===== src/rtl/riscv_core_csr_trap_unit.sv =====
// Machine-mode CSR file and trap/mret sequencer with a one-cycle pipeline redirect.
// Define RISCV_CSR_COUNTERS_EN to build the mcycle/minstret counters.
module riscv_core_csr_trap_unit #(
  parameter int XLEN = 64,
  parameter logic [XLEN-1:0] RESET_MTVEC = XLEN'(64'h0000_0000_0000_0100)
) (
  input  logic            i_clk,
  input  logic            i_rst,
  input  logic            i_valid,
  input  logic [31:0]     i_instr,
  input  logic [XLEN-1:0] i_pc,
  input  logic [XLEN-1:0] i_rs1_data,
  input  logic            i_ecall,
  input  logic            i_ebreak,
  input  logic            i_mret,
  input  logic            i_csr_wen,
  input  logic            i_illegal,
  input  logic            i_irq_ext,
  output logic [XLEN-1:0] o_csr_rdata,
  output logic            o_stall,
  output logic            o_redirect,
  output logic [XLEN-1:0] o_redirect_pc
);

  localparam logic [11:0] ADDR_MSTATUS  = 12'h300;
  localparam logic [11:0] ADDR_MIE      = 12'h304;
  localparam logic [11:0] ADDR_MTVEC    = 12'h305;
  localparam logic [11:0] ADDR_MSCRATCH = 12'h340;
  localparam logic [11:0] ADDR_MEPC     = 12'h341;
  localparam logic [11:0] ADDR_MCAUSE   = 12'h342;
  localparam logic [11:0] ADDR_MIP      = 12'h344;
  localparam logic [11:0] ADDR_MCYCLE   = 12'hB00;
  localparam logic [11:0] ADDR_MINSTRET = 12'hB02;

  localparam logic [XLEN-1:0] CAUSE_ILLEGAL = XLEN'(2);
  localparam logic [XLEN-1:0] CAUSE_BREAK   = XLEN'(3);
  localparam logic [XLEN-1:0] CAUSE_ECALL   = XLEN'(11);
  localparam logic [XLEN-1:0] CAUSE_IRQ_EXT = {1'b1, (XLEN-1)'(11)};

  typedef enum logic {IDLE, REDIRECT} state_t;
  state_t state;

  logic            mstatus_mie, mstatus_mpie, mie_meie;
  logic [XLEN-1:0] mtvec, mscratch, mepc, mcause;
`ifdef RISCV_CSR_COUNTERS_EN
  logic [XLEN-1:0] mcycle, minstret;
`endif

  logic [11:0]     csr_addr;
  logic [2:0]      funct3;
  logic [4:0]      rs1_field;
  logic [XLEN-1:0] csr_old, csr_src, csr_new, trap_cause;
  logic            csr_known, csr_write, bad_csr;
  logic            active, take_irq, take_exc, take_trap, take_mret, do_csr, retire;
  logic            unused_bits;

  assign csr_addr    = i_instr[31:20];
  assign funct3      = i_instr[14:12];
  assign rs1_field   = i_instr[19:15];
  assign unused_bits = ^{i_instr[11:0], i_pc[0]};

  // Read mux: value of the addressed CSR before any write this cycle.
  always_comb begin
    csr_old   = '0;
    csr_known = 1'b1;
    case (csr_addr)
      ADDR_MSTATUS: begin
        csr_old[3]     = mstatus_mie;
        csr_old[7]     = mstatus_mpie;
        csr_old[12:11] = 2'b11;
      end
      ADDR_MIE:      csr_old[11] = mie_meie;
      ADDR_MTVEC:    csr_old = mtvec;
      ADDR_MSCRATCH: csr_old = mscratch;
      ADDR_MEPC:     csr_old = mepc;
      ADDR_MCAUSE:   csr_old = mcause;
      ADDR_MIP:      csr_old[11] = i_irq_ext;
`ifdef RISCV_CSR_COUNTERS_EN
      ADDR_MCYCLE:   csr_old = mcycle;
      ADDR_MINSTRET: csr_old = minstret;
`else
      ADDR_MCYCLE, ADDR_MINSTRET: csr_old = '0;
`endif
      default:       csr_known = 1'b0;
    endcase
  end

  assign csr_src = funct3[2] ? {{(XLEN-5){1'b0}}, rs1_field} : i_rs1_data;

  always_comb begin
    csr_new = csr_old;
    case (funct3[1:0])
      2'b01:   csr_new = csr_src;
      2'b10:   csr_new = csr_old | csr_src;
      2'b11:   csr_new = csr_old & ~csr_src;
      default: csr_new = csr_old;
    endcase
  end

  // RS/RC with a zero rs1/zimm field are pure reads and never count as writes.
  assign csr_write = (funct3[1:0] == 2'b01) || (rs1_field != 5'd0);
  assign bad_csr   = i_csr_wen && ((funct3[1:0] == 2'b00) ||
                     (csr_write && (!csr_known || csr_addr == ADDR_MIP)));

  assign active    = (state == IDLE) && i_valid;
  assign take_irq  = active && mstatus_mie && mie_meie && i_irq_ext;
  assign take_exc  = active && !take_irq && (i_illegal || bad_csr || i_ebreak || i_ecall);
  assign take_trap = take_irq || take_exc;
  assign take_mret = active && !take_trap && i_mret;
  assign do_csr    = active && !take_trap && !i_mret && i_csr_wen && csr_write;
  assign retire    = active && !take_trap;

  always_comb begin
    trap_cause = CAUSE_ECALL;
    if (take_irq)                  trap_cause = CAUSE_IRQ_EXT;
    else if (i_illegal || bad_csr) trap_cause = CAUSE_ILLEGAL;
    else if (i_ebreak)             trap_cause = CAUSE_BREAK;
  end

  assign o_stall     = take_trap || take_mret;
  assign o_csr_rdata = (active && i_csr_wen) ? csr_old : '0;

  // Sequencer: the redirect and its target are registered for the cycle after acceptance.
  always_ff @(posedge i_clk or posedge i_rst) begin
    if (i_rst) begin
      state         <= IDLE;
      o_redirect    <= 1'b0;
      o_redirect_pc <= '0;
    end else begin
      case (state)
        IDLE: begin
          if (take_trap || take_mret) begin
            state         <= REDIRECT;
            o_redirect    <= 1'b1;
            o_redirect_pc <= take_trap ? mtvec : mepc;
          end
        end
        REDIRECT: begin
          state      <= IDLE;
          o_redirect <= 1'b0;
        end
        default: begin
          state      <= IDLE;
          o_redirect <= 1'b0;
        end
      endcase
    end
  end

  // CSR state: trap entry beats mret, which beats an ordinary CSR write.
  always_ff @(posedge i_clk or posedge i_rst) begin
    if (i_rst) begin
      mstatus_mie  <= 1'b0;
      mstatus_mpie <= 1'b0;
      mie_meie     <= 1'b0;
      mtvec        <= RESET_MTVEC;
      mscratch     <= '0;
      mepc         <= '0;
      mcause       <= '0;
`ifdef RISCV_CSR_COUNTERS_EN
      mcycle       <= '0;
      minstret     <= '0;
`endif
    end else begin
      if (take_trap) begin
        mepc         <= {i_pc[XLEN-1:1], 1'b0};
        mcause       <= trap_cause;
        mstatus_mpie <= mstatus_mie;
        mstatus_mie  <= 1'b0;
      end else if (take_mret) begin
        mstatus_mie  <= mstatus_mpie;
        mstatus_mpie <= 1'b1;
      end else if (do_csr) begin
        case (csr_addr)
          ADDR_MSTATUS: begin
            mstatus_mie  <= csr_new[3];
            mstatus_mpie <= csr_new[7];
          end
          ADDR_MIE:      mie_meie <= csr_new[11];
          ADDR_MTVEC:    mtvec    <= {csr_new[XLEN-1:2], 2'b00};
          ADDR_MSCRATCH: mscratch <= csr_new;
          ADDR_MEPC:     mepc     <= {csr_new[XLEN-1:1], 1'b0};
          ADDR_MCAUSE:   mcause   <= csr_new;
          default: ;
        endcase
      end
`ifdef RISCV_CSR_COUNTERS_EN
      if (do_csr && csr_addr == ADDR_MCYCLE) mcycle <= csr_new;
      else                                   mcycle <= mcycle + XLEN'(1);
      if (do_csr && csr_addr == ADDR_MINSTRET) minstret <= csr_new;
      else if (retire)                         minstret <= minstret + XLEN'(1);
`endif
    end
  end

endmodule


===== config.mk =====
export PLATFORM = sky130hd
export DESIGN_NAME = riscv_core_csr_trap_unit
export DESIGN_NICKNAME = d
export VERILOG_FILES = /design/src/rtl/riscv_core_csr_trap_unit.sv
export SDC_FILE = /design/constraint.sdc
export NUM_CORES = 1
export LEC_CHECK = 0
export BUFFER_PORTS_ARGS = -buffer_cell sky130_fd_sc_hd__buf_2
export CAP_MARGIN = 30
export CORE_MARGIN = 1
export CORE_UTILIZATION = 50
export DETAILED_ROUTE_END_ITERATION = 10
export GPL_ROUTABILITY_DRIVEN = 1
export PLACE_DENSITY = 0.72
export SLEW_MARGIN = 10
export SYNTH_ARGS = -nofsm -noshare
export SYNTH_HDL_FRONTEND = slang
export SYNTH_SLANG_ARGS = --single-unit

===== constraint.sdc =====
create_clock -name i_clk -period 13.25 [get_ports i_clk]
set_input_delay 3.3125 -clock i_clk [delete_from_list [all_inputs] [get_ports i_clk]]
set_output_delay 3.3125 -clock i_clk [all_outputs]
set_load 0.01 [all_outputs]

==> results of run 1 <==
metrics by stage:
| step | power [mW] | setup slack (ns) | util (%) |
|---|---|---|---|
| floorplan | 1.25 | 1.05 | - |
| global placement | 1.33 | 3.90 | 54.8 |
| detailed placement | 1.35 | 3.85 | 55.0 |
| CTS | 2.33 | 3.86 | 58.4 |
| global route | 2.41 | 3.61 | 58.6 |
| finish | 2.33 | 3.70 | 58.6 |
power by group:
group	total, mW	switching, mW	internal, mW	leakage (nW)
clock network	0.996	0.402	0.594	0.579
registers	1.07	0.0361	1.03	4.31
logic	0.271	0.183	0.0882	4.43
registers in the layout (all words and copies together) (netlist names):
register,count
o_redirect_pc,63
mstatus_mie,1
mscratch,64
mtvec,62
mcause,64
state,1
mie_meie,1
o_redirect,1
mepc,63
mstatus_mpie,1
path summary, 6_finish.rpt:
path,cells past startpoint,startpoint,end
worst max-delay path,8,i_instr[31],o_csr_rdata[12]
worst min-delay path,2,mcause[60]$_DFFE_PP0P_,mcause[60]$_DFFE_PP0P_
worst max register to register,6,state$_DFF_PP0_,mtvec[45]$_DFFE_PP0P_
worst min register to register,2,mcause[60]$_DFFE_PP0P_,mcause[60]$_DFFE_PP0P_
max in group asynchronous,4,i_rst,o_redirect_pc[33]$_DFFE_PP0P_
min in group asynchronous,2,i_rst,mepc[61]$_DFFE_PP0P_
logic make-up (layout without fill, tap and decap cells):
family,Yosys count,in the layout,share of synthesized area [%]
AO/OA/AOI/OAI,709,709,25.5
XOR/XNOR,6,6,0.301
buffers and inverters,205,388,4.94
flip-flops,321,321,46.1
multiplexers,133,133,8.09
other,1,4,0.0215
AND/OR/NAND/NOR,580,580,15.0
area by class of cell:
type / instances / share of cell area, %
Multi-Input combinational cell: 1429 / 42.6
Sequential cell: 321 / 39.8
Timing Repair Buffer: 317 / 8.77
Clock buffer: 53 / 5.28
Tap cell: 455 / 2.82
Clock inverter: 9 / 0.471
Inverter: 9 / 0.205
Antenna cell: 3 / 0.0372
critical path, stage by stage:
cell	delay (ns)
buf_2	0.11
nand4bb_1	0.76
nor4_4	0.51
buf_4	0.60
a22oi_1	0.20
o211ai_1	0.13
nor2b_1	0.38
buf_2	0.21
cells in the mapped netlist, types with 3 or more instances:
library cell and count:
dfrtp_1 320, nand2_1 259, o21ai_0 220, o31ai_1 179
clkbuf_1 145, nor2_1 135, a21oi_1 116, o21ai_1 85
mux2i_1 72, nand2b_1 63, nor3_1 61, mux2_2 60
a222oi_1 54, buf_2 31, nor2b_1 16, buf_1 12
a22oi_1 10, a31oi_1 9, inv_1 9, and2_1 8
buf_6 6, nand3_1 5, or4_1 5, a32oi_1 4
o22ai_1 4, or3_1 4, xnor2_1 4, a22o_1 3
a311oi_1 3, nor3b_1 3, or2_0 3, or2_2 3
layer usage:
metal | routed length [um] | part of all wire, %
met1 | 24400 | 41
met2 | 27100 | 45
met3 | 6240 | 10
met4 | 1980 | 3.3
met5 | 8 | 0.013
==> key figures, run 1 <==
Placement
  • Final GP Congestion: 0.824
  • HPWL Detailed: 34,000 um
  • Inst Count DP: 2,529
  • Number of port buffers: 284
  • Placed Area: 19,000 um^2

STA
  • Slew Viols, Final: 0
  • Hold_ws: 0.480 ns
  • Final hold viol count: 0
  • Fin Clk Skew: 0.0116 ns
  • Final setup vio count: 0
  • Unrepaired setup endpoints after global routing: false
  • Period minus WS final: 9.55 ns
  • Worst-margin pin slew: 1.36 ns
  • Part of the cycle the worst path needs: 72.1%
  • Worst relative slew slack: 9.42%
  • Setup TNS: 0 ns
  • FMAX: 105 MHz

Worst setup path
  • CP Class: input pin to output port
  • CP arrival: 6.24 ns
  • Flop-to-flop setup slack: 9.07 ns
  • CP required: 9.94 ns
  • Crit-path max FO: 40
  • Critical Path Sink Type: output port
  • Crit start category: input pin

GRT
  • Initial antenna violation count: 4
  • Busiest grt layer: met2
  • Vias in the first global route: 16,300
  • First-pass GRT wire length: 91,600 um
  • Global routing usage on met2: 51.8%
  • M3 GR Usage: 6.67%
  • GRT Util Overall: 32.9%
  • Largest net degree at the start of global routing: 260
  • Gr ovfl total: 0
  • GR Util met1: 44.7%

Final layout
  • Final nets: 2,282
  • # fillers: 3,060
  • Most common cell after layout, fill and taps aside: dfrtp_1
  • Finished Cell Area: 20,200 um^2
  • Commonest cells after routing, fill and taps aside: 320 x dfrtp_1, 282 x buf_2, 258 x nand2_1
  • Multi-input logic area: 8590 um^2
  • P&R area growth vs syn: 15.7%
  • Fin cells: 2,596
  • Share of post-route cells with drive strength above 1: 21.3%
  • Sequential cell area: 8030 um^2

Synth
  • Synth async-reset ratio: 100%
  • Post-synthesis instance total: 1,955
  • Cell variety after synth: 66
  • Sequential fraction of the synthesis area: 46.1%
  • Mapped cell area: 17,400 um^2
  • Synth area leader: dfrtp_1
  • Number of synthesized register bits: 321
  • Ranking of synthesized cells by area: dfrtp_1 46%, o31ai_1 7.7%, o21ai_0 6.3%, nand2_1 5.6%, mux2i_1 4.1%
  • Synth warnings: 0
  • Avg Inst Size Synth: 8.92 um^2
  • Post-synth EDFFs: 0
  • Mapped Nets: 2,124
  • Top cell type's share of synthesized area: 45.9%
  • Main synth FF type: dfrtp_1

CTS
  • CTS resizes: 0
  • Worst skew pair latency: 0.52 ns
  • Worst-path clk slew: 0.06 ns
  • CTS Hold Bufs: 0
  • TritonCTS Buffers: 35
  • Clock Sinks: 321
  • CTS tree: built
  • Root Driver: clkbuf_16
  • CTS H-tree depth: 2
  • Post-CTS setup buffer count: 0
  • CTS max path bufs: 3

Route
  • Via count: 16,700
  • Drt first pass iters: 8
  • WL final: 59,700 um
  • Number of DRC markers in iteration 0: 2,266
  • Wirelength per Cell: 23.0 um
  • Post-route DRC violation count: 0
  • Post-route ant nets: 0
  • DR vias/cell: 6.43

Floorplanning
  • Core area: 34,500 um^2
  • Num rows: 68
  • Die height: 189 um
  • IO Pins: 299
  • Chip width: 189 um
  • Initial Util: 50.6%
  • Die ar.: 35,600 um^2

Power and ir drop
  • PwrDens: 116 nW/um^2
  • P_leak: 9.33 nW
  • VDD IR max: 76.7 uV

Flow run
  • Max Cap Viol: 0

Hold path
  • Hold WC Path Type: flip-flop to flip-flop

Outcome
  • Status: finished clean
(Power assumes the default switching activity.)
==> run 2, diff against run 1 <==
==> constraint.sdc (replaced) <==
create_clock -name i_clk -period 9.4 [get_ports i_clk]
set_input_delay 2.35 -clock i_clk [delete_from_list [all_inputs] [get_ports i_clk]]
set_output_delay 2.35 -clock i_clk [all_outputs]
set_load 0.01 [all_outputs]
==> run 2 against run 1 <==
  * Sequential share of layout area is 0.12 points lower
  * Combinational power is 40% higher
  * Clock power grew 48%
  * Critical path type unchanged
  * Via count up 0.41%
  * Routed wire length is 0.55% lower
  * Global-route usage up 0.13 points
  * Total power rose by 43%
==> key figures, run 2 (synthesis results as in run 1) <==
Placement
  • Final GP Congestion: 0.849 (+3.0%)
  • HPWL Detailed: 34,400 um (+1.0%)
  • Dpl ws: 1.93 ns (-1.92 ns)
  • Number of port buffers: 284 (unchanged)
  • Placed Area: 19,000 um^2 (about the same)

Route
  • Via count: 16,800 (+0.41%)
  • Post-route DRC violation count: 0 (unchanged)
  • Wirelength per Cell: 22.8 um (-0.74%)
  • WL final: 59,400 um (-0.55%)
  • Drt first pass iters: 10 (+2)
  • DR vias/cell: 6.45 (+0.22%)
  • Number of DRC markers in iteration 0: 2,220 (-2.0%)
  • Post-route ant nets: 0 (unchanged)

STA
  • Setup slack after layout: 1.80 ns (-1.89 ns)
  • Worst relative slew slack: 12.2% (+2.8 points)
  • Fin Clk Skew: 0.0175 ns (+0.00594 ns)
  • Final setup vio count: 0 (unchanged)
  • Setup TNS: 0 ns (unchanged)
  • FMAX: 132 MHz
  • Slew Viols, Final: 0 (unchanged)
  • Unrepaired setup endpoints after global routing: false
  • Final hold viol count: 0 (unchanged)
  • Part of the cycle the worst path needs: 80.8%
  • Worst-margin pin slew: 1.32 ns (-0.0422 ns)
  • Hold_ws: 0.479 ns (-0.000782 ns)
  • Period minus WS final: 7.60 ns

Worst setup path
  • Critical Path Sink Type: output port
  • CP arrival: 5.25 ns (-0.99 ns)
  • CP required: 7.05 ns (-2.89 ns)
  • Flop-to-flop setup slack: 5.56 ns (-3.51 ns)
  • Reg-to-Reg End: mepc[19]$_DFFE_PP0P_
  • Crit start category: input pin
  • Worst reg2reg path depth: 8 (+2)
  • Crit-path max FO: 44 (+10%)
  • CP Class: input pin to output port
  • FF-to-FF Start: state$_DFF_PP0_

Hold path
  • Hold path startpoint: mcause[62]$_DFFE_PP0P_
  • Worst Hold End: mcause[62]$_DFFE_PP0P_
  • Hold WC Path Type: flip-flop to flip-flop
  • WHS Path Cells: 2 (unchanged)

Final layout
  • Most common cell after layout, fill and taps aside: dfrtp_1
  • Final core utilization: 58.7% (+0.17 points)
  • Share of post-route cells with drive strength above 1: 21.6% (+0.24 points)
  • Commonest cells after routing, fill and taps aside: 320 x dfrtp_1, 283 x buf_2, 258 x nand2_1
  • # fillers: 2,989 (-2.3%)
  • Finished Cell Area: 20,200 um^2 (+0.29%)
  • Sequential cell area: 8030 um^2 (unchanged)
  • Multi-input logic area: 8590 um^2 (about the same)
  • Final nets: 2,285 (+0.13%)
  • Biggest regs: mcause: 64 flops, mscratch: 64 flops
  • P&R area growth vs syn: 16.0%

Outcome
  • Status: finished clean

GRT
  • Vias in the first global route: 16,500 (+0.96%)
  • First-pass GRT wire length: 92,900 um (+1.3%)
  • Initial antenna violation count: 7 (+3)
  • Largest net degree at the start of global routing: 255 (-1.9%)
  • GRT Util Overall: 33.0% (+0.13 points)
  • Gr ovfl total: 0 (unchanged)

CTS
  • Clock Sinks: 321 (unchanged)
  • CTS Hold Bufs: 0 (unchanged)
  • TritonCTS Buffers: 36 (+2.9%)
  • Post-CTS setup buffer count: 0 (unchanged)
  • CTS tree: built
  • CTS max path bufs: 3 (unchanged)
  • Worst skew pair latency: 0.53 ns (about the same)
  • CTS resizes: 0 (unchanged)
  • Root Driver: clkbuf_16
  • Worst-path clk slew: 0.06 ns (about the same)
  • CTS H-tree depth: 2 (unchanged)

Floorplanning
  • Die ar.: 35,600 um^2 (unchanged)
  • Num rows: 68 (unchanged)
  • Initial Util: 50.6% (unchanged)
  • IO Pins: 299 (unchanged)
  • Core area: 34,500 um^2 (unchanged)
  • Chip width: 189 um (unchanged)
  • Die height: 189 um (unchanged)

Flow run
  • Max Cap Viol: 0 (unchanged)

Power and ir drop
  • PwrDens: 165 nW/um^2 (+43%)
  • P_leak: 9.34 nW (+0.20%)
  • VDD IR max: 111 uV (+45%)
run 2: changes by cell type in the layout (fill, tap and decap cells not counted), sizes merged:
| cell | change |
|---|---|
| bufinv | +2 |
| diode | +1 |
| clkbuf | -3 |
| buf | +2 |
| inv | +1 |
| clkdlybuf4s18 | -1 |
| clkinvlp | +3 |
run 2: final cells by class:
| cell class | instances | share of cell area [%] |
|---|---|---|
| Multi-Input combinational cell | 1429 | 42.4 |
| Tap cell | 455 | 2.81 |
| Antenna cell | 4 | 0.0495 |
| Clock inverter | 15 | 0.927 |
| Timing Repair Buffer | 319 | 8.78 |
| Sequential cell | 321 | 39.7 |
| Inverter | 9 | 0.185 |
| Clock buffer | 49 | 5.09 |
run 2: worst max path at each step:
stage / from / end / cells past startpoint
finish: i_instr[31] / o_csr_rdata[11] / 9
floorplan: i_instr[25] / o_stall / 10
CTS: i_instr[31] / o_csr_rdata[11] / 9
global placement: i_instr[31] / o_csr_rdata[11] / 9
global route: i_instr[31] / o_csr_rdata[11] / 9
detailed placement: i_instr[31] / o_csr_rdata[11] / 9
run 2: report_power, final:
part	switching [mW]	total, mW	internal (mW)
logic	0.255	0.379	0.124
registers	0.0505	1.50	1.45
clock network	0.584	1.47	0.881
run 2: worst max-delay path, cell delays in order:
cell and delay, ns:
buf_2 0.13, nand4bb_1 0.81, nor4_4 0.53, buf_4 0.65, a22oi_1 0.19, nand2_1 0.12
nor3_1 0.07, nor2_1 0.20, buf_2 0.18
run 2: stage by stage:
step / cells / power [mW]
CTS: 2595 / 3.35
global route: 2600 / 3.46
detailed placement: 2531 / 1.90
global placement: 2528 / 1.88
finish: 2601 / 3.35
floorplan: 1955 / 1.76
run 2: metal layers:
layer | wire [um] | GRT usage, % | vias up
met1 | 24200 | 45.3 | 8147
met4 | 1740 | 13.1 | 8
met3 | 6050 | 6.00 | 158
met5 | 51 | 0 | -
met2 | 27400 | 51.8 | 1010
li1 | - | - | 7444
